==> config.mk <==
export PLATFORM = sky130hd
export DESIGN_NAME = unified_mem_arbiter
export DESIGN_NICKNAME = d
export VERILOG_FILES = /design/src/rtl/unified_mem_arbiter.sv
export SDC_FILE = /design/constraint.sdc
export NUM_CORES = 1
export LEC_CHECK = 0
export CAP_MARGIN = 10
export CELL_PAD_IN_SITES_DETAIL_PLACEMENT = 0
export CELL_PAD_IN_SITES_GLOBAL_PLACEMENT = 1
export CORE_ASPECT_RATIO = 1.25
export CORE_MARGIN = 2
export CORE_UTILIZATION = 11
export CTS_BUF_LIST = sky130_fd_sc_hd__clkbuf_8
export DETAILED_ROUTE_END_ITERATION = 16
export HOLD_SLACK_MARGIN = 0.05
export PLACE_DENSITY_LB_ADDON = 0.2
export SLEW_MARGIN = 40
export SYNTH_ARGS = -nofsm -noshare
export SYNTH_HDL_FRONTEND = slang
export SYNTH_SLANG_ARGS = --single-unit
==> constraint.sdc <==
create_clock -name Clk -period 3.8 [get_ports Clk]
set_input_delay 0.76 -clock Clk [delete_from_list [all_inputs] [get_ports Clk]]
set_output_delay 0.76 -clock Clk [all_outputs]
set_load 0.1 [all_outputs]
==> src/rtl/unified_mem_arbiter.sv <==
// Shares one single-port synchronous word RAM between instruction fetch and data ports.
// Data has fixed priority; fetch gains priority after STARVE_MAX consecutive denials.
module unified_mem_arbiter #(
    parameter int unsigned MEM_AW     = 14,
    parameter int unsigned STARVE_MAX = 4
) (
    input  logic              Clk,
    input  logic              Reset_n,
    input  logic              i_req,
    input  logic [31:0]       i_addr,
    output logic              i_gnt,
    output logic              i_rvalid,
    output logic [31:0]       i_rdata,
    output logic              i_err,
    input  logic              d_req,
    input  logic [31:0]       d_addr,
    input  logic [3:0]        d_we,
    input  logic [31:0]       d_wdata,
    output logic              d_gnt,
    output logic              d_rvalid,
    output logic [31:0]       d_rdata,
    output logic              d_err,
    output logic              mem_en,
    output logic [MEM_AW-1:0] mem_addr,
    output logic [3:0]        mem_we,
    output logic [31:0]       mem_wdata,
    input  logic [31:0]       mem_rdata
);
    localparam int unsigned CNT_W = $clog2(STARVE_MAX + 1);

    typedef enum logic [1:0] {
        OWN_NONE,
        OWN_I,
        OWN_D
    } owner_t;

    owner_t           owner_q;
    owner_t           owner_next;
    logic             rd_q;
    logic             rd_next;
    logic             err_q;
    logic             err_next;
    logic [CNT_W-1:0] starve_cnt;
    logic [CNT_W-1:0] starve_cnt_next;
    logic             i_oor;
    logic             d_oor;
    logic             starved;

    assign i_oor   = |i_addr[31:MEM_AW+2];
    assign d_oor   = |d_addr[31:MEM_AW+2];
    assign starved = (starve_cnt >= CNT_W'(STARVE_MAX));

    // Grant is combinational; held low during reset so every output reads 0.
    always_comb begin
        i_gnt = 1'b0;
        d_gnt = 1'b0;
        if (Reset_n) begin
            if (d_req && !starved) begin
                d_gnt = 1'b1;
            end else if (i_req) begin
                i_gnt = 1'b1;
            end else if (d_req) begin
                d_gnt = 1'b1;
            end
        end
    end

    // RAM drive in the grant cycle; out-of-range grants never touch the RAM.
    always_comb begin
        mem_en    = 1'b0;
        mem_addr  = '0;
        mem_we    = 4'b0;
        mem_wdata = 32'd0;
        if (d_gnt) begin
            mem_en    = !d_oor;
            mem_addr  = d_addr[MEM_AW+1:2];
            mem_we    = d_oor ? 4'b0 : d_we;
            mem_wdata = d_wdata;
        end else if (i_gnt) begin
            mem_en    = !i_oor;
            mem_addr  = i_addr[MEM_AW+1:2];
        end
    end

    always_ff @(posedge Clk or negedge Reset_n) begin
        if (!Reset_n) begin
            owner_q    <= OWN_NONE;
            rd_q       <= 1'b0;
            err_q      <= 1'b0;
            starve_cnt <= '0;
        end else begin
            owner_q    <= owner_next;
            rd_q       <= rd_next;
            err_q      <= err_next;
            starve_cnt <= starve_cnt_next;
        end
    end

    // Response owner for the next cycle plus the saturating fetch-starvation count.
    always_comb begin
        owner_next      = OWN_NONE;
        rd_next         = 1'b0;
        err_next        = 1'b0;
        starve_cnt_next = starve_cnt;
        if (d_gnt) begin
            owner_next = OWN_D;
            rd_next    = (d_we == 4'b0) && !d_oor;
            err_next   = d_oor;
        end else if (i_gnt) begin
            owner_next = OWN_I;
            rd_next    = !i_oor;
            err_next   = i_oor;
        end
        if (i_gnt) begin
            starve_cnt_next = '0;
        end else if (i_req && !starved) begin
            starve_cnt_next = starve_cnt + CNT_W'(1);
        end
    end

    assign i_rvalid = (owner_q == OWN_I);
    assign i_err    = i_rvalid && err_q;
    assign i_rdata  = (i_rvalid && rd_q) ? mem_rdata : 32'd0;

    assign d_rvalid = (owner_q == OWN_D);
    assign d_err    = d_rvalid && err_q;
    assign d_rdata  = (d_rvalid && rd_q) ? mem_rdata : 32'd0;

    // Byte-offset bits are ignored for word accesses.
    logic unused_addr_lsb;
    assign unused_addr_lsb = ^{i_addr[1:0], d_addr[1:0]};

endmodule

==> reports/metrics.cfg, run 1 <==
[yosys]
synth_top_area_cell = and3_1
synth.area.top_cells = and3_1 (47%), dfrtp_1 (14%), a22o_1 (9.7%)
ys_ff_latch = 7
syn_inst = 180
synth_area_um2 = 1270
ys.flop_type = dfrtp_1
synthDistinctLibCells = 27
synth-edff-count = 0
synth.avg_cell_area_um2 = 7.05
synth_top_family_by_area = simple AND/OR/NAND/NOR gates
ys_seq_area_frac = 0.138
synth_compound_area_frac = 0.137
synth.area.mux_share = 0.00789
async_flop_share = 1.00
syn_nets = 317
synth.most_common_cell = and3_1
yosys_warnings = 0
yosys-top-cells-count = and3_1 (96), clkbuf_1 (17), a22o_1 (14), nor4_1 (9), dfrtp_1 (7)
synth_adder_area_share = 0.00986
synthSimpleGateAreaFrac = 0.619
synth_top_cell_area_share = 0.473
synth_xor_area_frac = 0

[drt]
wl_per_cell_um = 14.4
wirelength_mm = 7.99
drtIter0Drc = 55
dr.pass1.iters = 4
via_count = 2340
post-route-drc-count = 0
ant_nets = 0
via_per_inst = 4.22

[worst_setup_path]
worstPathMaxFanout = 4
critPathCaptureType = output port
crit_required_ns = 3.04
cpMaxStageDelayCell = clkdlybuf4s50_1
cp_cell_sequence = clkdlybuf4s50_1 > nor4_1 > nand4_1 > nor2_1 > and2_1 > buf_12
crit_start = d_addr[26]
crit_end = mem_we[2]
worstReg2RegEnd = err_q
critPathTopFamily = simple AND/OR/NAND/NOR gates
path_class = in -> out
worstPathArrival_ns = 2.38
reg2reg_slack_ns = 2.40
critPathLaunchType = input pin
r2r_start = starve_cnt[2]
rr_worst_depth = 4
crit_cells = 6
cpPeakStageDelay_ns = 0.39
cp.buffers_inverters = 2

[die]
num_rows = 43
fp.dieW_um = 100
die_h_um = 124
dieArea_um2 = 12400
core_um2 = 11200
start_util = 0.113
pin_count = 257

[power]
power_leakage_nw = 2.20
power.density_nw_per_um2 = 222
irDropWorstVdd_mv = 0.120

[timing]
final.setup.worst_slack_ns = 0.663
skew_ns = 0.000991
max_freq_mhz = 319
slew_violations = 0
rsz0062_at_grt = no
slew_headroom = 0.718
whs_ns = 0.527
finalHoldViolCount = 0
setup_violations = 0
min_period_over_period = 0.825
final.setup.tns_ns = 0
worstMarginPinSlew_ns = 0.423
finalCriticalPeriod_ns = 3.14

[global_route]
grt_pass1_wl_mm = 11.6
grt_usage = 0.116
antenna_found_initial = 0
grt_max_degree = 65
overflow = 0
grt_pass1_vias = 2170

[layout]
insertedDiodeCount = 0
fin_cells = 555
nets = 558
final_util = 0.385
drive_above_1_share = 0.329
fillCellCount = 1109
area_delta_synth_final_pct = 240

[clock_tree]
cts_resized = 0
worst_skew_pair.late_latency_ns = 0.22
cts_root_buf = clkbuf_8
cts_setup_buffers = 0
h-tree-depth = 1
hold_buffers = 0
clock-sinks = 7
clk_pin_slew_ns = 0.04
cts_tree = built
cts_buffers = 3
clockBufferDepth = 2

[place]
gp_congestion = 0.777
place_ws_ns = 0.592
dp_cells = 551
io_buffers = 252
dpl.hpwl_mm = 6.66

[outcome]
status = finished, final reports clean

[hold_path]
hold_path_class = reg -> reg

[flow_run]
timing.max_cap.violations = 0

==> cell families (layout without fill, tap and decap cells) <==
family / Yosys count / in the layout
AND/OR/NAND/NOR: 127 / 127
AO/OA/AOI/OAI: 20 / 20
flip-flops: 7 / 7
buffers and inverters: 24 / 264
adder cells (fa/ha/maj): 1 / 1
multiplexers: 1 / 1
==> flip-flops by register name, indices dropped and copies added, names as in the netlist <==
signal,cells
rd_q,1
starve_cnt,3
err_q,1
owner_q,2
==> power by group <==
group / switching (W) / total (W) / internal, W
clock network: 0.0000300 / 0.0000996 / 0.0000696
registers: 0.0000159 / 0.000109 / 0.0000928
logic: 0.000437 / 0.000751 / 0.000313
==> worst min path at each step <==
stage / slack (ns) / startpoint / end / depth (start not counted)
after floorplan: 0.46 / Reset_n / err_q / 0
after CTS: 0.53 / starve_cnt[1] / starve_cnt[1] / 2
final: 0.53 / starve_cnt[1] / starve_cnt[1] / 2
after global placement: 0.51 / starve_cnt[1] / starve_cnt[1] / 2
after global routing: 0.56 / starve_cnt[1] / starve_cnt[1] / 2
after detailed placement: 0.52 / starve_cnt[1] / starve_cnt[1] / 2
==> per-stage QoR <==
stage | area, µm² | total power (W)
after detailed placement | 4270 | 0.000867
after global routing | 4310 | 0.00100
after floorplan | 1270 | 0.000515
final | 4310 | 0.000959
after global placement | 4270 | 0.000862
after CTS | 4310 | 0.000971
==> worst min-delay path: stages (launching register included) <==
cell and delay [ns]:
dfrtp_1 0.34, mux2i_1 0.07, nor2_1 0.07
==> area by class of cell <==
cell class	count	area (µm²)	area share
Multi-Input combinational cell	149	987	0.229
Sequential cell	7	175	0.0406
Clock inverter	1	3.75	0.000871
Timing Repair Buffer	257	2920	0.677
Inverter	3	15.0	0.00348
Clock buffer	3	41.3	0.00958
Tap cell	135	169	0.0392
==> placed cells by master (no fill, tap or decap), drive strengths merged <==
cell	n
nand4	2
nand2	3
a21oi	2
or2	2
nand3	1
nor2b	3
a21boi	1
and3	96
nand2b	2
buf	126
dfrtp	7
clkbuf	3
nor2	3
clkinv	1
nor4	9
ha	1
clkdlybuf4s50	131
o21ai	2
a32oi	1
a22o	14
and2	6
inv	3
mux2i	1
==> routing by layer <==
metal,vias to the layer above,GRT usage,part of all wire
li1,1155,-,-
met1,1032,0.120,0.33
met2,143,0.231,0.55
met3,10,0.0354,0.11
met4,0,0.0188,0.011
met5,-,0,0
Power figures use the tool's default switching activity.
==> run 2, diff against run 1 <==
--- a/config.mk
+++ b/config.mk
@@ -10,7 +10,7 @@
 export CELL_PAD_IN_SITES_GLOBAL_PLACEMENT = 1
 export CORE_ASPECT_RATIO = 1.25
 export CORE_MARGIN = 2
-export CORE_UTILIZATION = 11
+export CORE_UTILIZATION = 10
 export CTS_BUF_LIST = sky130_fd_sc_hd__clkbuf_8
 export DETAILED_ROUTE_END_ITERATION = 16
 export HOLD_SLACK_MARGIN = 0.05
==> constraint.sdc (replaced) <==
create_clock -name Clk -period 3.1 [get_ports Clk]
set_input_delay 0.62 -clock Clk [delete_from_list [all_inputs] [get_ports Clk]]
set_output_delay 0.62 -clock Clk [all_outputs]
set_load 0.1 [all_outputs]
==> run 2 against run 1 <==
Sequential cell count unchanged. Core utilization up 2.9 points. Cell area up 21%. Hold slack better by 0.013 ns. Critical path depth unchanged. Non-clock buffer count up 3. Critical endpoint is now mem_we[3]. Largest cell class unchanged. Highest routed layer unchanged.
==> reports/metrics.cfg, run 2 (synthesis results as in run 1) <==
[clock_tree]
clk_pin_slew_ns = 0.04  ; about the same
cts_resized = 0  ; unchanged
worst_skew_pair.late_latency_ns = 0.23  ; about the same
cts_buffers = 3  ; unchanged
cts_setup_buffers = 0  ; unchanged
cts_tree = built
clock-sinks = 7  ; unchanged
cts_root_buf = clkbuf_8
hold_buffers = 0  ; unchanged
h-tree-depth = 1  ; unchanged
clockBufferDepth = 2  ; unchanged

[timing]
min_period_over_period = 0.911
worstMarginPinSlew_ns = 0.448  ; +0.0243 ns
final.setup.tns_ns = 0  ; unchanged
whs_ns = 0.539  ; +0.0126 ns
skew_ns = 0.000789  ; -0.000202 ns
finalHoldViolCount = 0  ; unchanged
setup_violations = 0  ; unchanged
slew_headroom = 0.701  ; -0.0162
finalCriticalPeriod_ns = 2.83
rsz0062_at_grt = no
max_freq_mhz = 354
slew_violations = 0  ; unchanged

[layout]
multi_input_area_um2 = 987  ; unchanged
reg_top3 = starve_cnt (3), owner_q (2)
insertedDiodeCount = 0  ; unchanged
largest_register_ffs = 3  ; unchanged
nets = 561  ; +0.54%
fillCellCount = 1267  ; +14%
top_register = starve_cnt
area_delta_synth_final_pct = 310
regArea_um2 = 175  ; unchanged
final_common_cell = clkdlybuf4s50_1
final_cell_mix = clkdlybuf4s50_1 (131), buf_12 (119), and3_1 (96)
drive_above_1_share = 0.333  ; +0.00476

[drt]
via_count = 2370  ; +1.3%
via_per_inst = 4.01  ; -4.9%
drtIter0Drc = 95  ; +73%
ant_nets = 0  ; unchanged
wirelength_mm = 8.55  ; +7.0%
post-route-drc-count = 0  ; unchanged
wl_per_cell_um = 14.5  ; +0.50%
dr.pass1.iters = 3  ; -1

[worst_setup_path]
cp_cell_sequence = clkdlybuf4s50_1 > nor4_1 > nand4_1 > nor2_1 > and2_1 > buf_12
cpPeakStageDelay_ns = 0.40  ; about the same
cpMaxStageDelayCell = clkdlybuf4s50_1
r2r_start = starve_cnt[2]
worstPathMaxFanout = 4  ; unchanged
cp.buffers_inverters = 2  ; unchanged
worstPathArrival_ns = 2.21  ; -0.17 ns
crit_cells = 6  ; unchanged
critPathCaptureType = output port
crit_start = d_addr[26]
crit_end = mem_we[3]
crit_required_ns = 2.48  ; -0.56 ns
critPathLaunchType = input pin
worstReg2RegEnd = err_q
rr_worst_depth = 4  ; unchanged
reg2reg_slack_ns = 1.72  ; -0.68 ns
critPathTopFamily = simple AND/OR/NAND/NOR gates
path_class = in -> out

[place]
gp_congestion = 0.715  ; -8.0%
io_buffers = 252  ; unchanged
dpl.hpwl_mm = 7.43  ; +12%

[global_route]
antenna_found_initial = 0  ; unchanged
overflow = 0  ; unchanged
grt_max_degree = 65  ; unchanged
grt_usage = 0.115  ; -0.00112
grt_pass1_wl_mm = 12.5  ; +7.9%
grt_pass1_vias = 2300  ; +6.0%

[die]
num_rows = 46  ; +7.0%
fp.dieW_um = 105  ; +4.7%
dieArea_um2 = 13600  ; +9.6%
core_um2 = 12500  ; +12%
start_util = 0.101  ; -0.0123
pin_count = 257  ; unchanged
die_h_um = 130  ; +4.7%

[outcome]
status = finished, final reports clean

[hold_path]
hold_path_class = reg -> reg

[power]
power_leakage_nw = 2.39  ; +8.7%
irDropWorstVdd_mv = 0.145  ; +21%
power.density_nw_per_um2 = 229  ; +3.0%

[flow_run]
timing.max_cap.violations = 0  ; unchanged

-- run 2: cell count changes in the layout (fill, tap and decap cells not counted), sizes merged --
cell,change
buf,+3
-- run 2: metal layers --
| layer | part of all wire | vias to the layer above | track usage |
|---|---|---|---|
| met5 | 0 | - | 0 |
| met4 | 0.016 | 0 | 0.0353 |
| met3 | 0.076 | 7 | 0.0295 |
| met2 | 0.59 | 124 | 0.239 |
| met1 | 0.32 | 1074 | 0.109 |
| li1 | - | 1165 | - |
-- run 2: through the flow --
step | total power [W] | setup WS [ns] | util | area (µm²) | cells
after floorplan | 0.000631 | 0.0135 | - | 1270 | 180
after global placement | 0.00106 | 0.268 | 0.411 | 5160 | 587
after detailed placement | 0.00107 | 0.236 | 0.411 | 5160 | 587
after CTS | 0.00120 | 0.227 | 0.415 | 5200 | 591
after global routing | 0.00124 | 0.0858 | 0.415 | 5200 | 591
final | 0.00119 | 0.275 | 0.415 | 5200 | 591
-- run 2: cell type report --
type	instances	area share
Inverter	3	0.00289
Clock inverter	1	0.000722
Clock buffer	3	0.00794
Tap cell	168	0.0404
Timing Repair Buffer	260	0.725
Sequential cell	7	0.0337
Multi-Input combinational cell	149	0.190
-- run 2: report_power, final --
group	internal (W)	switching, W	total [W]
clock	0.0000856	0.0000402	0.000126
sequential	0.000114	0.0000172	0.000131
combinational	0.000393	0.000542	0.000934
-- run 2: how the worst min path moves through the flow --
| stage | depth (start not counted) | to | slack (ns) | from |
|---|---|---|---|---|
| floorplan | 0 | err_q | 0.32 | Reset_n |
| global placement | 2 | starve_cnt[1] | 0.51 | starve_cnt[1] |
| detailed placement | 2 | starve_cnt[1] | 0.54 | starve_cnt[1] |
| CTS | 2 | starve_cnt[1] | 0.55 | starve_cnt[1] |
| global route | 2 | starve_cnt[1] | 0.59 | starve_cnt[1] |
| finish | 2 | starve_cnt[1] | 0.54 | starve_cnt[1] |
-- run 2: worst register-to-register path, cell delays in order (launching register included) --
cell	delay, ns
dfrtp_1	0.42
nand2b_1	0.20
nand3_2	0.12
clkinv_2	0.24
a22o_1	0.28
==> run 3, diff against run 2 <==
--- a/config.mk
+++ b/config.mk
@@ -5,6 +5,7 @@
 export SDC_FILE = /design/constraint.sdc
 export NUM_CORES = 1
 export LEC_CHECK = 0
+export ABC_CLOCK_PERIOD_IN_PS = 3130
 export CAP_MARGIN = 10
 export CELL_PAD_IN_SITES_DETAIL_PLACEMENT = 0
 export CELL_PAD_IN_SITES_GLOBAL_PLACEMENT = 1
==> constraint.sdc (replaced) <==
create_clock -name Clk -period 3.13 [get_ports Clk]
set_input_delay 0.626 -clock Clk [delete_from_list [all_inputs] [get_ports Clk]]
set_output_delay 0.626 -clock Clk [all_outputs]
set_load 0.1 [all_outputs]
==> run 3 against run 2 <==
Setup slack improved by 0.039 ns. Global-route usage unchanged. Die area unchanged. First-iteration DRC count decreased by 5.3%. Critical path depth unchanged. Critical endpoint is now mem_we[0]. Clock skew increased by 0.0022 ns. Hold slack got worse by 0.011 ns. Count of clock-buffer cells in the layout unchanged. Routed wire length increased by 1.4%. Final cell count decreased by 0.17%. Combinational power decreased by 1%. Cell area decreased by 0.12%.
==> reports/metrics.cfg, run 3 (synthesis results as in run 1) <==
[outcome]
status = finished, final reports clean

[power]
switchingPower_w = 0.000594  ; -0.93%
pwr-share-clk = 0.108  ; +0.002
power_leakage_nw = 2.38  ; -0.28%
intPower_w = 0.000585  ; -1.1%
power_w = 0.00118  ; -1.0%
power.density_nw_per_um2 = 227  ; -0.90%
netSwitchingFraction = 0.504  ; about the same
power_frac_comb = 0.782  ; -0.002
seqPwrFrac = 0.109  ; about the same
irDropWorstVdd_mv = 0.148  ; +2.0%

[global_route]
grt_max_degree = 65  ; unchanged
antenna_found_initial = 0  ; unchanged
grt_usage = 0.115  ; unchanged
grt_pass1_wl_mm = 12.6  ; +0.39%
grt_pass1_vias = 2240  ; -2.6%
overflow = 0  ; unchanged

[drt]
via_per_inst = 3.97  ; -0.89%
wl_per_cell_um = 14.7  ; +1.6%
dr.pass1.iters = 4  ; +1
ant_nets = 0  ; unchanged
drtIter0Drc = 90  ; -5.3%
wirelength_mm = 8.67  ; +1.4%
via_count = 2345  ; -1.1%
post-route-drc-count = 0  ; unchanged

[worst_setup_path]
path_class = in -> out
critPathCaptureType = output port
worstPathArrival_ns = 2.19  ; -0.02 ns
crit_required_ns = 2.50  ; +0.02 ns
worstPathMaxFanout = 4  ; unchanged
critPathLaunchType = input pin

[place]
dpl_cell_area_um2 = 5150  ; -0.15%
dpl.hpwl_mm = 7.54  ; +1.5%
place_ws_ns = 0.262  ; +0.0263 ns
io_buffers = 252  ; unchanged
gp_congestion = 0.716  ; +0.11%
dp_cells = 586  ; -0.17%

[layout]
fillCellCount = 1262  ; -0.39%
reg_top3 = starve_cnt (3), owner_q (2)
top_register = starve_cnt
insertedDiodeCount = 0  ; unchanged
nets = 560  ; -0.18%
fin_cells = 590  ; -0.17%
design_area_um2 = 5190  ; -0.12%
largest_register_ffs = 3  ; unchanged
final_common_cell = clkdlybuf4s50_1
final_cell_mix = clkdlybuf4s50_1 (131), buf_12 (119), and3_1 (96)
drive_above_1_share = 0.334  ; +0.000790
area_delta_synth_final_pct = 309

[flow_run]
timing.max_cap.violations = 0  ; unchanged

[die]
pin_count = 257  ; unchanged
die_h_um = 130  ; unchanged
start_util = 0.101  ; unchanged
core_um2 = 12500  ; unchanged
fp.dieW_um = 105  ; unchanged
dieArea_um2 = 13600  ; unchanged
num_rows = 46  ; unchanged

[clock_tree]
clockBufferDepth = 2  ; unchanged
clock-sinks = 7  ; unchanged
cts_resized = 0  ; unchanged
h-tree-depth = 1  ; unchanged
cts_root_buf = clkbuf_8
cts_tree = built
cts_setup_buffers = 0  ; unchanged
worst_skew_pair.late_latency_ns = 0.23  ; about the same
clk_pin_slew_ns = 0.04  ; about the same
hold_buffers = 0  ; unchanged
cts_buffers = 3  ; unchanged

[timing]
skew_ns = 0.00301  ; +0.00222 ns
setup_violations = 0  ; unchanged
rsz0062_at_grt = no
slew_violations = 0  ; unchanged
slew_headroom = 0.578  ; -0.123
final.setup.tns_ns = 0  ; unchanged
final.setup.worst_slack_ns = 0.314  ; +0.0394 ns
finalHoldViolCount = 0  ; unchanged
min_period_over_period = 0.900
max_freq_mhz = 355
finalCriticalPeriod_ns = 2.82
worstMarginPinSlew_ns = 0.630  ; +0.182 ns

[hold_path]
hold_path_class = reg -> reg

-- run 3: changes by cell type in the layout (fill, tap and decap cells not counted), sizes merged --
cell    delta
buf        -1
inv        -1
clkinv     +1
-- run 3: layout make-up --
type,count,area (µm²),area share
Timing Repair Buffer,259,3760,0.724
Clock inverter,1,5.00,0.000963
Sequential cell,7,175,0.0337
Tap cell,168,210,0.0405
Clock buffer,3,41.3,0.00795
Inverter,3,15.0,0.00289
Multi-Input combinational cell,149,987,0.190
-- run 3: path summary, 6_finish.rpt --
kind                                from            end  slack [ns]  cells after the start
setup reg to reg           starve_cnt[2]          err_q        1.78                      4
setup / recovery              d_addr[26]      mem_we[0]        0.31                      6
min in group asynchronous        Reset_n  starve_cnt[0]        0.90                      2
max in group asynchronous        Reset_n  starve_cnt[1]        2.11                      2
hold / removal             starve_cnt[1]  starve_cnt[1]        0.53                      2
hold reg to reg            starve_cnt[1]  starve_cnt[1]        0.53                      2
-- run 3: critical path: stages --
cell and delay [ns]:
clkdlybuf4s50_1 0.41, nor4_1 0.28, nand4_1 0.26, nor2_1 0.23, and2_1 0.20, buf_12 0.18
-- run 3: metrics by stage --
step                hold slack, ns  utilization
global route                 0.577        0.414
global placement             0.510        0.410
CTS                          0.538        0.414
floorplan                    0.330            -
finish                       0.529        0.414
detailed placement           0.529        0.410
-- run 3: metal layers --
metal / routed length (µm) / GRT usage
met1: 2850 / 0.114
met2: 5090 / 0.237
met3: 675 / 0.0300
met4: 55 / 0.0259
met5: 0 / 0
-- run 3: power groups by stage --
stage                     clock network (W)  logic [W]  registers [W]
after detailed placement                  0   0.000929       0.000130
after CTS                          0.000132   0.000931       0.000129
after floorplan                           0   0.000499       0.000126
after global routing               0.000140   0.000960       0.000133
final                              0.000128   0.000922       0.000129
after global placement                    0   0.000923       0.000129
